--- src/rtl/adder.sv ---
// Full adder with a registered observation stage: captures qualified samples,
// keeps a saturating running sum of {carry_out, result} and a wrapping sample count.
module adder #(
    parameter int ACC_W = 8
) (
    input  logic             clk,
    input  logic             rst,
    input  logic             a,
    input  logic             b,
    input  logic             c,
    input  logic             in_valid,
    output logic             result,
    output logic             carry_out,
    output logic             q_result,
    output logic             q_carry,
    output logic             q_valid,
    output logic [ACC_W-1:0] acc,
    output logic             acc_sat,
    output logic [ACC_W-1:0] sample_cnt
);

    logic             q_result_q, q_result_d;
    logic             q_carry_q,  q_carry_d;
    logic             q_valid_q,  q_valid_d;
    logic [ACC_W-1:0] acc_q,      acc_d;
    logic             acc_sat_q,  acc_sat_d;
    logic [ACC_W-1:0] cnt_q,      cnt_d;
    logic [ACC_W:0]   acc_sum;

    assign result    = a ^ b ^ c;
    assign carry_out = (a & b) | (a & c) | (b & c);

    // One spare bit catches overflow past 2^ACC_W-1.
    assign acc_sum = {1'b0, acc_q} + {{(ACC_W-1){1'b0}}, carry_out, result};

    always_comb begin
        q_result_d = q_result_q;
        q_carry_d  = q_carry_q;
        q_valid_d  = 1'b0;
        acc_d      = acc_q;
        acc_sat_d  = acc_sat_q;
        cnt_d      = cnt_q;
        if (in_valid) begin
            q_result_d = result;
            q_carry_d  = carry_out;
            q_valid_d  = 1'b1;
            cnt_d      = cnt_q + 1'b1;
            if (acc_sum[ACC_W]) begin
                acc_d     = '1;
                acc_sat_d = 1'b1;
            end else begin
                acc_d = acc_sum[ACC_W-1:0];
            end
        end
    end

    always_ff @(posedge clk) begin
        if (rst) begin
            q_result_q <= 1'b0;
            q_carry_q  <= 1'b0;
            q_valid_q  <= 1'b0;
            acc_q      <= '0;
            acc_sat_q  <= 1'b0;
            cnt_q      <= '0;
        end else begin
            q_result_q <= q_result_d;
            q_carry_q  <= q_carry_d;
            q_valid_q  <= q_valid_d;
            acc_q      <= acc_d;
            acc_sat_q  <= acc_sat_d;
            cnt_q      <= cnt_d;
        end
    end

    assign q_result   = q_result_q;
    assign q_carry    = q_carry_q;
    assign q_valid    = q_valid_q;
    assign acc        = acc_q;
    assign acc_sat    = acc_sat_q;
    assign sample_cnt = cnt_q;

endmodule

--- config.mk ---
export PLATFORM = sky130hd
export DESIGN_NAME = adder
export DESIGN_NICKNAME = d
export VERILOG_FILES = /design/src/rtl/adder.sv
export SDC_FILE = /design/constraint.sdc
export NUM_CORES = 1
export LEC_CHECK = 0
export CAP_MARGIN = 10
export CORE_UTILIZATION = 44
export CTS_CLUSTER_DIAMETER = 30
export DETAILED_ROUTE_END_ITERATION = 12
export GPL_ROUTABILITY_DRIVEN = 0
export PLACE_DENSITY = 0.77
export SLEW_MARGIN = 10
export SYNTH_ARGS = -nofsm -noshare
export SYNTH_HDL_FRONTEND = slang
export SYNTH_SLANG_ARGS = --single-unit
--- constraint.sdc ---
create_clock -name clk -period 2.9 [get_ports clk]
set_input_delay 0.725 -clock clk [delete_from_list [all_inputs] [get_ports clk]]
set_output_delay 0.725 -clock clk [all_outputs]
set_load 0.05 [all_outputs]
; ---- After elaboration in Yosys (flattened, before gate mapping)
; Index checks and enable logic that the tools add are counted.
[totals]
word_cells = 18
regBits = 20
input_bits = 6
output_inout_bits = 22
[classes]
bitwise = 7
n_addsub = 2
n_reduce_logical = 1
muxes = 2
[ops]
columns = operator, n
row1 = 8-bit by 2-bit adder with 9-bit output, 1
row2 = 8-bit by 1-bit adder with 8-bit output (second input constant), 1
row3 = 8-bit 2-to-1 mux, 1
row4 = 1-bit AND, 3
row5 = 1-bit bitwise OR, 2
row6 = 2-bit AND reduction, 1
row7 = 1-bit bitwise XOR, 2
row8 = 1-bit 2-to-1 mux, 1

; ---- Logic depth before layout (Yosys ltp)
; Gate-level depths: netlist of run 1.
[depth]
word_depth = 5
ltp_mapped = 7
mapped_depth_nobuf = 6

; ---- Worst setup path before layout of run 1
; OpenSTA, ideal clock, no wires.
[synth_timing]
path_kind = input port to flip-flop
from = input port a
to = register acc_sat_q, in the netlist acc_sat
cell_stages = 7
path_buffers = 1
setup_time_ns = 0.072
arrival_ns = 2.774
setup_slack_ns = 0.054
required_time_ns = 2.828
cell_sequence = fa_1 ha_1 fa_1 and3_1 clkbuf_1 nand4_1 a21oi_1
[synth_between]
elab_chain_len = 5
elab_cells_between_ends = 8
cone_classes = 1 x add/sub / 6 x bitwise / 1 x reduce/logical
[synth_lines]
columns = item, line
row1 = start: declaration, 8  ; input logic a,
row2 = 1-bit AND, 31  ; assign carry_out = (a & b) | (a & c) | (b & c);
row3 = 1-bit bitwise OR (2 in series), 31
row4 = 8-bit by 2-bit adder with 9-bit output (*), 34  ; assign acc_sum = {1'b0, acc_q} + {{(ACC_W-1){1'b0}}, carry_out, result};
row5 = 2-bit AND reduction (no line) (*), -
row6 = end signal: assignment, 70  ; acc_sat_q <= acc_sat_d;
row7 = end: declaration, 26  ; logic acc_sat_q, acc_sat_d;
; Mark *: on every way between the ends. The rest lies on a longest branch, timed or not.
; A chain may end at the register's enable or synchronous reset.

; ---- Worst setup path in the final report of run 1
[layout_timing]
from = input port a
to = register acc_q[3], in the netlist acc[3]
[layout_between]
elab_chain_len = 5
elab_cells_between_ends = 8
cone_classes = 1 x add/sub / 1 x mux / 6 x bitwise
[layout_lines]
columns = item, line
row1 = 1-bit AND, 31
row2 = 1-bit bitwise OR (2 in series), 31
row3 = 8-bit by 2-bit adder with 9-bit output (*), 34
row4 = 8-bit 2-to-1 mux (*), 48  ; if (acc_sum[ACC_W]) begin
row5 = end signal: assignment, 62  ; acc_q <= '0;
row6 = end signal: assignment, 69  ; acc_q <= acc_d;
row7 = end: declaration, 25  ; logic [ACC_W-1:0] acc_q, acc_d;
; Marks and branches as above.

==> flow_summary.ini, run 1 <==
[run_status]
status = complete, no violations

[run]
cap_violations = 0

[route]
route.vias.total = 794
postRouteAntennaNets = 0
routed_wl_um = 2033
drt_pass1_iterations = 4
drt-initial-drc-count = 14
vias_per_cell = 5.365
wire_per_inst_um = 13.74
drc = 0

[clocking]
cts_tree = done
holdBufCountCts = 0
post-cts-setup-buffers = 0
htree_levels = 1
cts-root-buf = clkbuf_4
cts_buffers = 3
clk_latency_ns = 0.29
clkTransAtPathRegs_ns = 0.12
cts_resized = 0
cts_buffer_depth = 2
clock-sinks = 20

[setup_path]
worstSetupPathType = input pin to register
critPathMaxFanout = 6
worstPathRequired_ns = 3.06
startpoint_type = input pin
end_kind = register
r2r_cells = 5
crit_arrival_ns = 2.90

[power_and_ir_drop]
switching_share_pct = 30.27
p_clk_share_pct = 26.6
pwr-share-seq_pct = 49.3
max-vdd-ir-drop_v = 0.0003555
pwr-share-comb_pct = 24.0
p_sw_w = 0.0001824
p_per_area_nw_per_um2 = 487.3
internal_power_w = 0.0004201
leakagePower_nw = 0.4642

[sta]
max_freq_ghz = 0.3647
holdWs_ns = 0.4547
slew_headroom_pct = 53.45
fin_skew_ns = 0.005638
period_share_pct = 94.56
hold_violations = 0
finalCriticalPeriod_ns = 2.742
setup_violations = 0
slew_viol_final = 0
worstMarginPinSlew_ns = 0.6960
rsz0062_at_grt = no
finalSetupTns_ns = 0

[floorplan]
die_w_um = 47.03
dieArea_um2 = 2211
die_h_um = 47.03
start_util_pct = 49.00
ios = 28
core-area_um2 = 1821
rows = 15

[grt]
grt_pass1_vias = 719
track_usage_pct = 21.54
grt_pass1_wl_um = 3346
grt_overflow = 0
antenna_found_initial = 0
grt_max_degree = 21

[placement]
dp_cells = 144
dp_hpwl_um = 1529
portBuffers = 27

[final_layout]
num_antenna_cells = 0
final_common_cell = clkdlybuf4s50_1
drive_gt1_share_pct = 7.317
areaGrowthSynthToFinish_pct = 38.57
multiInputGateArea_um2 = 467.9
final_nets = 135
stdcell_count = 148
layout_common_cells = 25 x clkdlybuf4s50_1, 20 x dfxtp_1, 10 x a21oi_1, 8 x nor2_1
layout.area.seq_um2 = 400.4
fill_cells = 155
final_util_pct = 67.90

[synth]
syn_inst = 94
ys.warnings.count = 0
synth_area_um2 = 892.1
ys_ff_latch = 20
synth.distinct_cells = 27
avgSynthCellArea_um2 = 9.490
ys_seq_area_share_pct = 44.88
synth_fp_nets = 105

[worst_hold_path]
hold_path_depth = 2
hp-class = register to register
flip-flops by register name, indices dropped and copies added (netlist names):
name,count
acc,8
acc_sat,1
sample_cnt,8
q_carry,1
q_valid,1
q_result,1
cell families (layout without fill, tap and decap cells):
group,Yosys count,in the layout,synth area share (%)
AO/OA/AOI/OAI,21,21,13.88
XOR/XNOR,4,4,3.928
adder cells (fa/ha/maj),5,5,8.696
buffers and inverters,6,35,2.664
flip-flops,20,20,44.88
multiplexers,5,5,5.610
AND/OR/NAND/NOR,33,33,20.34
layout make-up:
type	count	share of cell area (%)
sequential	20	32.39
inverter	2	0.6073
multi-input combinational	68	37.85
timing repair buffer	29	23.68
clock buffer	4	2.935
tap	25	2.530
critical path, cell delays in order:
cell and delay (ns):
clkdlybuf4s50_1 0.44, fa_1 0.51, ha_1 0.22, fa_1 0.40, and3_1 0.26, nand4_1 0.22
a31oi_1 0.11
stage by stage:
step	setup WS, ns	area (um^2)	total power [W]
floorplan	0.05413	892.1	0.0003945
global placement	-0.08401	1200	0.0004457
detailed placement	-0.1597	1200	0.0004497
CTS	0.1541	1236	0.0006055
global route	0.05238	1236	0.0006278
finish	0.1577	1236	0.0006024
final timing paths:
path	startpoint	to	slack [ns]
worst min-delay path	acc_sat$_SDFFE_PP0P_	acc_sat$_SDFFE_PP0P_	0.45
worst max-delay path	a	acc[3]$_SDFFE_PP0P_	0.16
worst min register to register	acc_sat$_SDFFE_PP0P_	acc_sat$_SDFFE_PP0P_	0.45
worst max register to register	acc[0]$_SDFFE_PP0P_	acc[3]$_SDFFE_PP0P_	1.20
power by group through the flow:
stage | sequential, W | combinational, W | clock [W]
floorplan | 0.000341 | 0.0000534 | 0
global placement | 0.000303 | 0.000143 | 0
detailed placement | 0.000304 | 0.000146 | 0
CTS | 0.000297 | 0.000146 | 0.000162
global route | 0.000299 | 0.000155 | 0.000173
finish | 0.000297 | 0.000145 | 0.000160
cells in the mapped netlist (all sizes together):
cell type	n	area (um^2)
nand4	5	37.53
fa	2	40.04
ha	3	37.54
or3	5	31.28
or4b	1	10.01
a21oi	10	50.05
a41o	1	10.01
clkbuf	3	11.26
xor2	3	26.28
nor3	1	5.000
inv	2	7.510
a211oi	2	15.01
nand2	4	15.01
dfxtp	20	400.4
o2111a	1	11.26
o21ai	5	25.02
nor4	1	6.260
buf	1	5.000
nor2	8	30.03
mux2i	5	50.05
a31oi	2	12.51
nor2b	1	6.260
xnor2	1	8.760
nand3	3	15.01
and3	3	18.77
nand2b	1	6.260
layer usage:
layer	GRT usage [%]	up-vias	wire length (um)
met5	0	-	0
met4	6.857	0	12
met3	3.462	2	60
met2	36.39	17	1005
met1	28.13	372	954
li1	-	403	-
Note: power is estimated with default switching activity, not from simulation.
==> run 2: changes to the inputs <==
==> config.mk (replaced) <==
export PLATFORM = sky130hd
export DESIGN_NAME = adder
export DESIGN_NICKNAME = d
export VERILOG_FILES = /design/src/rtl/adder.sv
export SDC_FILE = /design/constraint.sdc
export NUM_CORES = 1
export LEC_CHECK = 0
export ABC_AREA = 1
export CAP_MARGIN = 10
export CORE_UTILIZATION = 45
export CTS_CLUSTER_DIAMETER = 30
export DETAILED_ROUTE_END_ITERATION = 12
export GPL_ROUTABILITY_DRIVEN = 0
export PLACE_DENSITY = 0.78
export SYNTH_ARGS = -nofsm -noshare
export SYNTH_HDL_FRONTEND = slang
export SYNTH_SLANG_ARGS = --single-unit
==> flow_summary.ini, run 2 <==
[final_layout]
stdcell_count = 190
final_nets = 175
fill_cells = 159
drive_gt1_share_pct = 6.135
num_antenna_cells = 0
areaGrowthSynthToFinish_pct = 36.08
final_common_cell = nand2_1
layout_common_cells = 32 x nand2_1, 25 x clkdlybuf4s50_1, 22 x nor2_1, 20 x dfxtp_1, 18 x inv_1

[synth]
ys_seq_area_share_pct = 41.83
synth.area.top_cells = dfxtp_1 42%, nand2_1 13%, nor2_1 8.6%
ys_ff_latch = 20
synth.distinct_cells = 18
synth_top_area_cell = dfxtp_1
ys.warnings.count = 0
ys.flop_type = dfxtp_1
synth_fp_nets = 144
syn_inst = 133
synthTopCellsByCount = 32 x nand2_1, 22 x nor2_1, 20 x dfxtp_1
synth_edf_count = 0
synth_area_um2 = 957.2
avgSynthCellArea_um2 = 7.197
yosysTopAreaCellShare_pct = 41.83
ys_async_sr_fraction_pct = 0
yosysMostFrequentCell = nand2_1

[route]
postRouteAntennaNets = 0
wire_per_inst_um = 10.57
route.vias.total = 917
routed_wl_um = 2008
drt-initial-drc-count = 25
drc = 0
drt_pass1_iterations = 4
vias_per_cell = 4.826

[clocking]
clkTransAtPathRegs_ns = 0.11
htree_levels = 1
post-cts-setup-buffers = 0
cts_resized = 0
holdBufCountCts = 0
cts-root-buf = clkbuf_4
clk_latency_ns = 0.30
cts_buffer_depth = 2
cts_tree = done
cts_buffers = 3
clock-sinks = 20

[setup_path]
worstPathRequired_ns = 2.17
startpoint = a
worstSetupPathType = input pin to output port
critPathMaxFanout = 2
critical_path.max_stage_delay_ns = 0.58
crit_chain = clkdlybuf4s50_1, fa_1, buf_4, buf_12
crit_arrival_ns = 2.01
r2r_cells = 6
cp_top_family = buffers and inverters
end_kind = output port
path_depth = 4
path_buf_inv = 3
reg2reg_from = acc[0]$_SDFFE_PP0P_
cp_slowest_cell = fa_1
startpoint_type = input pin
r2r_slack_ns = 1.31
r2r-end = acc[7]$_SDFFE_PP0P_

[sta]
rsz0062_at_grt = no
worstMarginPinSlew_ns = 0.4988
slew_headroom_pct = 66.65
finalSetupTns_ns = 0
max_freq_ghz = 0.3659
fin_skew_ns = 0.002907
slew_viol_final = 0
setup_violations = 0
hold_violations = 0
finalCriticalPeriod_ns = 2.733
period_share_pct = 94.24

[grt]
grt_pass1_wl_um = 3091
grt_overflow = 0
grt_pass1_vias = 751
grt_max_degree = 16
track_usage_pct = 19.20
antenna_found_initial = 0

[power_and_ir_drop]
max-vdd-ir-drop_v = 0.0003056
leakagePower_nw = 0.5344
p_per_area_nw_per_um2 = 453.1

[placement]
dp_hpwl_um = 1531
dp_cells = 186
portBuffers = 27

[floorplan]
dieArea_um2 = 2316
start_util_pct = 48.30
ios = 28
rows = 16
die_w_um = 48.12
die_h_um = 48.12
core-area_um2 = 1982

[worst_hold_path]
hp-class = register to register
holdCritStartpoint = acc_sat$_SDFFE_PP0P_
hold_path_end = acc_sat$_SDFFE_PP0P_
hold_path_depth = 2

[run]
cap_violations = 0

[run_status]
status = complete, no violations
run 2: cell type report:
class | count | area [um^2] | area share [%]
sequential | 20 | 400.4 | 30.74
clock buffer | 4 | 36.28 | 2.786
tap | 27 | 33.78 | 2.594
multi-input combinational | 92 | 471.7 | 36.22
timing repair buffer | 29 | 292.8 | 22.48
inverter | 18 | 67.56 | 5.187
run 2: worst max path at each step:
| stage | end |
|---|---|
| floorplan | acc[5]$_SDFFE_PP0P_ |
| global placement | acc[5]$_SDFFE_PP0P_ |
| detailed placement | acc[5]$_SDFFE_PP0P_ |
| CTS | result |
| global route | result |
| finish | result |
run 2: per-stage QoR:
stage / utilization (%) / total power [W] / hold WS (ns) / instance area [um^2] / setup WS [ns]
2_1_floorplan: - / 0.0003852 / 0.6677 / 957.2 / 0.2253
3_3_place_gp: 63.89 / 0.0004332 / 0.4708 / 1266 / 0.01662
3_5_place_dp: 63.89 / 0.0004348 / 0.4650 / 1266 / -0.05019
4_1_cts: 65.72 / 0.0005953 / 0.4824 / 1303 / 0.1654
5_1_grt: 65.72 / 0.0006134 / 0.5053 / 1303 / 0.1431
6_report: 65.72 / 0.0005901 / 0.4737 / 1303 / 0.1671
run 2: power by group:
part | leakage, nW | total, W | internal, W | switching [W]
Sequential | 0.163 | 0.000294 | 0.000285 | 0.00000939
Combinational | 0.351 | 0.000134 | 0.0000520 | 0.0000824
Clock | 0.0210 | 0.000162 | 0.0000765 | 0.0000850
Total | 0.534 | 0.000590 | 0.000413 | 0.000177
run 2: logic make-up (layout without fill, tap and decap cells):
kind of cell	after synthesis	count (layout)	share of synthesized area, %
simple gates	69	69	30.59
fa+ha+maj	5	5	8.105
buf+inv	21	51	8.889
compound gates	16	16	8.758
flops	20	20	41.83
xor+xnor	2	2	1.830
run 2: routing by layer:
layer / track usage (%) / routed length [um]
met1: 22.20 / 908
met2: 34.32 / 985
met3: 6.667 / 98
met4: 3.889 / 16
met5: 0 / 0
run 2: tightest hold or removal path, stage by stage (launching register included):
cell and delay, ns:
dfxtp_1 0.33, inv_1 0.05, a21oi_1 0.06
==> patch 1: new RTL, flow settings as in run 2 <==
Remove the register `q_valid_q`: a continuous assignment takes its place, so the output `q_valid` follows one clock earlier.
--- a/src/rtl/adder.sv
+++ b/src/rtl/adder.sv
@@ -58,19 +58,19 @@
         if (rst) begin
             q_result_q <= 1'b0;
             q_carry_q  <= 1'b0;
-            q_valid_q  <= 1'b0;
             acc_q      <= '0;
             acc_sat_q  <= 1'b0;
             cnt_q      <= '0;
         end else begin
             q_result_q <= q_result_d;
             q_carry_q  <= q_carry_d;
-            q_valid_q  <= q_valid_d;
             acc_q      <= acc_d;
             acc_sat_q  <= acc_sat_d;
             cnt_q      <= cnt_d;
         end
     end
+
+    assign q_valid_q = q_valid_d;
 
     assign q_result   = q_result_q;
     assign q_carry    = q_carry_q;
Check against the original RTL: not equivalent (Yosys sat finds a counterexample within 4 cycles, from zero or initial values and one cycle with rst high).
==> patch 1 against run 2 <==
Total power is 6.6% lower. Sequential cell count shrank 1. Critical path depth unchanged. Routed wire length up 1.0%. Non-clock buffer count unchanged. Worst setup slack better by 0.014 ns. Synthesized area increased by 0.26%. Design area fell by 1.2%. Highest routed layer unchanged.
==> patch 1: results (changes against run 2) <==
metric,value,unit,change
vias in the first global route,808,,+7.6%
syn avg cell area,7.38,um2,+2.6%
"top cells by area, synth","dfxtp_1, nand2_1, nor2_1",,
Worst Path Arrival,1.99,ns,-0.02 ns
Peak VDD IR,0.327,mV,+6.9%
overall routing resource usage,20.9,%,+1.7 points
dpl ws,0.0154,ns,+0.0656 ns
vias post-DR,909,,-0.87%
largest net degree at the start of global routing,17,,+1
Post-synth top cells,"nand2_1, dfxtp_1, nor2_1",,
reg2reg end,acc[5],,
count of cell types in the netlist,23,,+5
DPL Wire Length,1550,um,+1.5%
Avg Vias per Cell,4.91,,+1.8%
dpl cells,181,,-2.7%
Fill cells,174,,+9.4%
status,"finished, final reports clean",,
sequential area share after synthesis,39.6,%,-2.2 points
Worst-Skew Late Latency,0.29,ns,
Worst-Margin Slew,0.504,ns,+0.00556 ns
Final Skew,0.00159,ns,-0.00132 ns
Post-Syn Nets,141,,-2.1%
drt total wl,2030,um,+1.0%
"Top FF cell, synth",dfxtp_1,,
Detailed Route Iter0 Violations,16,,-36%
nets,170,,-2.9%
Lkg Pwr,0.528,nW,-1.3%
setup ws final,0.181,ns,+0.0143 ns
Reg2Reg Setup Slack,1.36,ns,+0.05 ns
Post-DP Area,0.00126,mm2,-0.49%
first-pass GRT wire length,3320,um,+7.3%
router iterations before antenna repair,4,,unchanged
hold slack,0.467,ns,-0.00714 ns
share of layout cells above drive strength 1,8.86,%,+2.7 points
[patch 1: per-layer routing]
| layer | track usage, % | up-vias | wire (um) |
|---|---|---|---|
| met5 | 0 | - | 0 |
| met4 | 11.7 | 0 | 38 |
| met3 | 4.07 | 6 | 64 |
| met2 | 35.7 | 18 | 1040 |
| met1 | 24.1 | 412 | 884 |
| li1 | - | 473 | - |
[patch 1: area by class of cell]
cell class                 count  area (um2)  share of cell area (%)
clock buffer                   4        26.3                    2.04
tap                           27        33.8                    2.63
multi-input combinational     90         483                    37.5
timing repair buffer          29         303                    23.5
sequential                    19         380                    29.6
inverter                      16        60.1                    4.67
[patch 1: report_power, final]
| part | switching [mW] | internal (mW) | leakage, nW |
|---|---|---|---|
| Combinational | 0.0842 | 0.0531 | 0.358 |
| Clock | 0.0803 | 0.0535 | 0.0150 |
| Sequential | 0.00987 | 0.270 | 0.155 |
| Total | 0.174 | 0.377 | 0.528 |
[patch 1: worst max-delay path by stage]
stage / start / endpoint
2_1_floorplan: a / acc[6]
3_3_place_gp: a / acc[7]
3_5_place_dp: a / acc[7]
4_1_cts: a / result
5_1_grt: a / result
6_report: a / result
[patch 1: logic make-up (layout without fill, tap and decap cells)]
family / count (synthesis) / in the layout / synth area share [%]
AOI/OAI and AO/OA: 15 / 15 / 8.08
buffers and inverters: 21 / 49 / 10.0
DFF: 19 / 19 / 39.6
and+or+nand+nor: 67 / 67 / 31.4
adders and majority gates: 5 / 5 / 8.08
xor gates and xnor gates: 3 / 3 / 2.74
[patch 1: critical path, cell delays in order]
cell             delay (ns)
clkdlybuf4s50_1        0.44
fa_1                   0.57
buf_4                  0.13
buf_12                 0.13
==> patch 2: new RTL, settings of run 2 <==
Without the edit above. Reset style: asynchronous (`rst`), changed in one clocked block.
--- a/src/rtl/adder.sv
+++ b/src/rtl/adder.sv
@@ -54,7 +54,7 @@
         end
     end
 
-    always_ff @(posedge clk) begin
+    always_ff @(posedge clk or posedge rst) begin
         if (rst) begin
             q_result_q <= 1'b0;
             q_carry_q  <= 1'b0;
Function: differs if rst is asserted again (counterexample within 4 cycles, from zero or initial values and one cycle with rst high); with rst held inactive, the same outputs for 10 cycles.
==> patch 2 against run 2 <==
Core utilization rose by 0.12 points. Count of clock-buffer cells in the layout decreased by 1. Via count decreased by 4.5%. Synthesized area increased by 4.2%. Worst setup slack improved by 0.015 ns. Sequential share of layout area up 6.9 points. Routed wire length increased by 2.4%. Design area is 2.2% higher. Sequential cell count is the same. Critical path type unchanged. Cell count is 8.9% lower.
Power is not compared: it rests on default switching activity, and its combinational part moved more than twofold at a synthesized area within 25%.
==> patch 2: results (changes against run 2) <==
metric,value,unit,change
status,"finished, final reports clean",,
Final Skew,0.00564,ns,+0.00273 ns
Post-Synth Adder-Cell Area,7.78,%,-0.33 points
hold slack,0.490,ns,+0.0166 ns
Fill cells,166,,+4.4%
first-pass GRT wire length,3590,um,+16%
Clock transition at path regs,0.10,ns,
dpl ws,0.0834,ns,+0.134 ns
CTS max path bufs,2,,unchanged
met2 wire len,1020,um,+4.0%
vias in the first global route,872,,+16%
M1 WL,938,um,+3.3%
CP max-delay cell,fa_1,,
Worst-Margin Slew,0.763,ns,+0.264 ns
CTS Buf Count,3,,unchanged
sequential area share after synthesis,50.2,%,+8.4 points
nets,159,,-9.1%
complex-gate fraction of the synthesized area,2.01,%,-6.8 points
Reg2Reg Setup Slack,1.34,ns,+0.03 ns
Final setup viols,0,,unchanged
dpl cells,170,,-8.6%
GR Util met3,3.12,%,-3.6 points
Post-synth top cells,"nand2_1, dfrtp_1, inv_1",,
Diodes inserted,0,,unchanged
count of cell types in the netlist,18,,unchanged
setup ws final,0.183,ns,+0.0155 ns
Peak VDD IR,0.656,mV,
grt met1 use,22.9,%,+0.68 points
DPL Wire Length,1550,um,+0.98%
antenna violations before repair,0,,unchanged
Reg-to-Reg Start,acc[0],,
vias post-DR,876,,-4.5%
"Top FF cell, synth",dfrtp_1,,
overall routing resource usage,19.5,%,+0.28 points
Avg Vias per Cell,5.06,,+4.9%
Post-Synth XOR/XNOR Area,4.39,%,+2.6 points
Syn Inst Count,116,,-13%
Lkg Pwr,0.625,nW,
Worst Path Arrival,1.99,ns,-0.02 ns
Hold Path Origin,acc_sat,,
largest net degree at the start of global routing,21,,+5
met2 global-route usage,34.0,%,-0.31 points
Detailed Route Iter0 Violations,15,,-40%
post-CTS sizing,0,,unchanged
wire length on met3,70,um,-29%
Post-DP Area,0.00131,mm2,+3.4%
drt total wl,2060,um,+2.4%
asr flop ratio synth,100,%,+100 points
Post-Syn Nets,127,,-12%
"top cells by area, synth","dfrtp_1, nand2_1, nand3_1",,
share of layout cells above drive strength 1,7.53,%,+1.4 points
patch 2: cell types whose count changed in the layout (fill, tap and decap cells not counted), moves of 6 or more:
cell / before / now
dfrtp_1: 0 / 20
dfxtp_1: 20 / 0
nor2_1: 22 / 8
nand2_1: 32 / 39
o21ai_0: 7 / 1
patch 2: power by group:
part	leakage, nW	switching (mW)	total (mW)	internal (mW)
Clock	0.0138	0.0774	0.126	0.0483
Sequential	0.240	0.123	0.493	0.370
Combinational	0.371	0.516	0.781	0.265
Total	0.625	0.716	1.40	0.683
patch 2: worst paths after layout:
check	to	depth (start not counted)
max	result	4
min	acc_sat	2
max reg2reg	acc[6]	8
min reg2reg	acc_sat	2
max in group asynchronous	q_valid	2
min in group asynchronous	sample_cnt[7]	2
patch 2: layout make-up:
cell class	count	area, um2	share of cell area, %
well taps	27	33.8	2.54
clock buffers	3	22.5	1.69
multi-input cells	81	437	32.8
repair buffers	28	285	21.4
flip-flops and latches	20	500	37.6
inverters	14	52.6	3.95
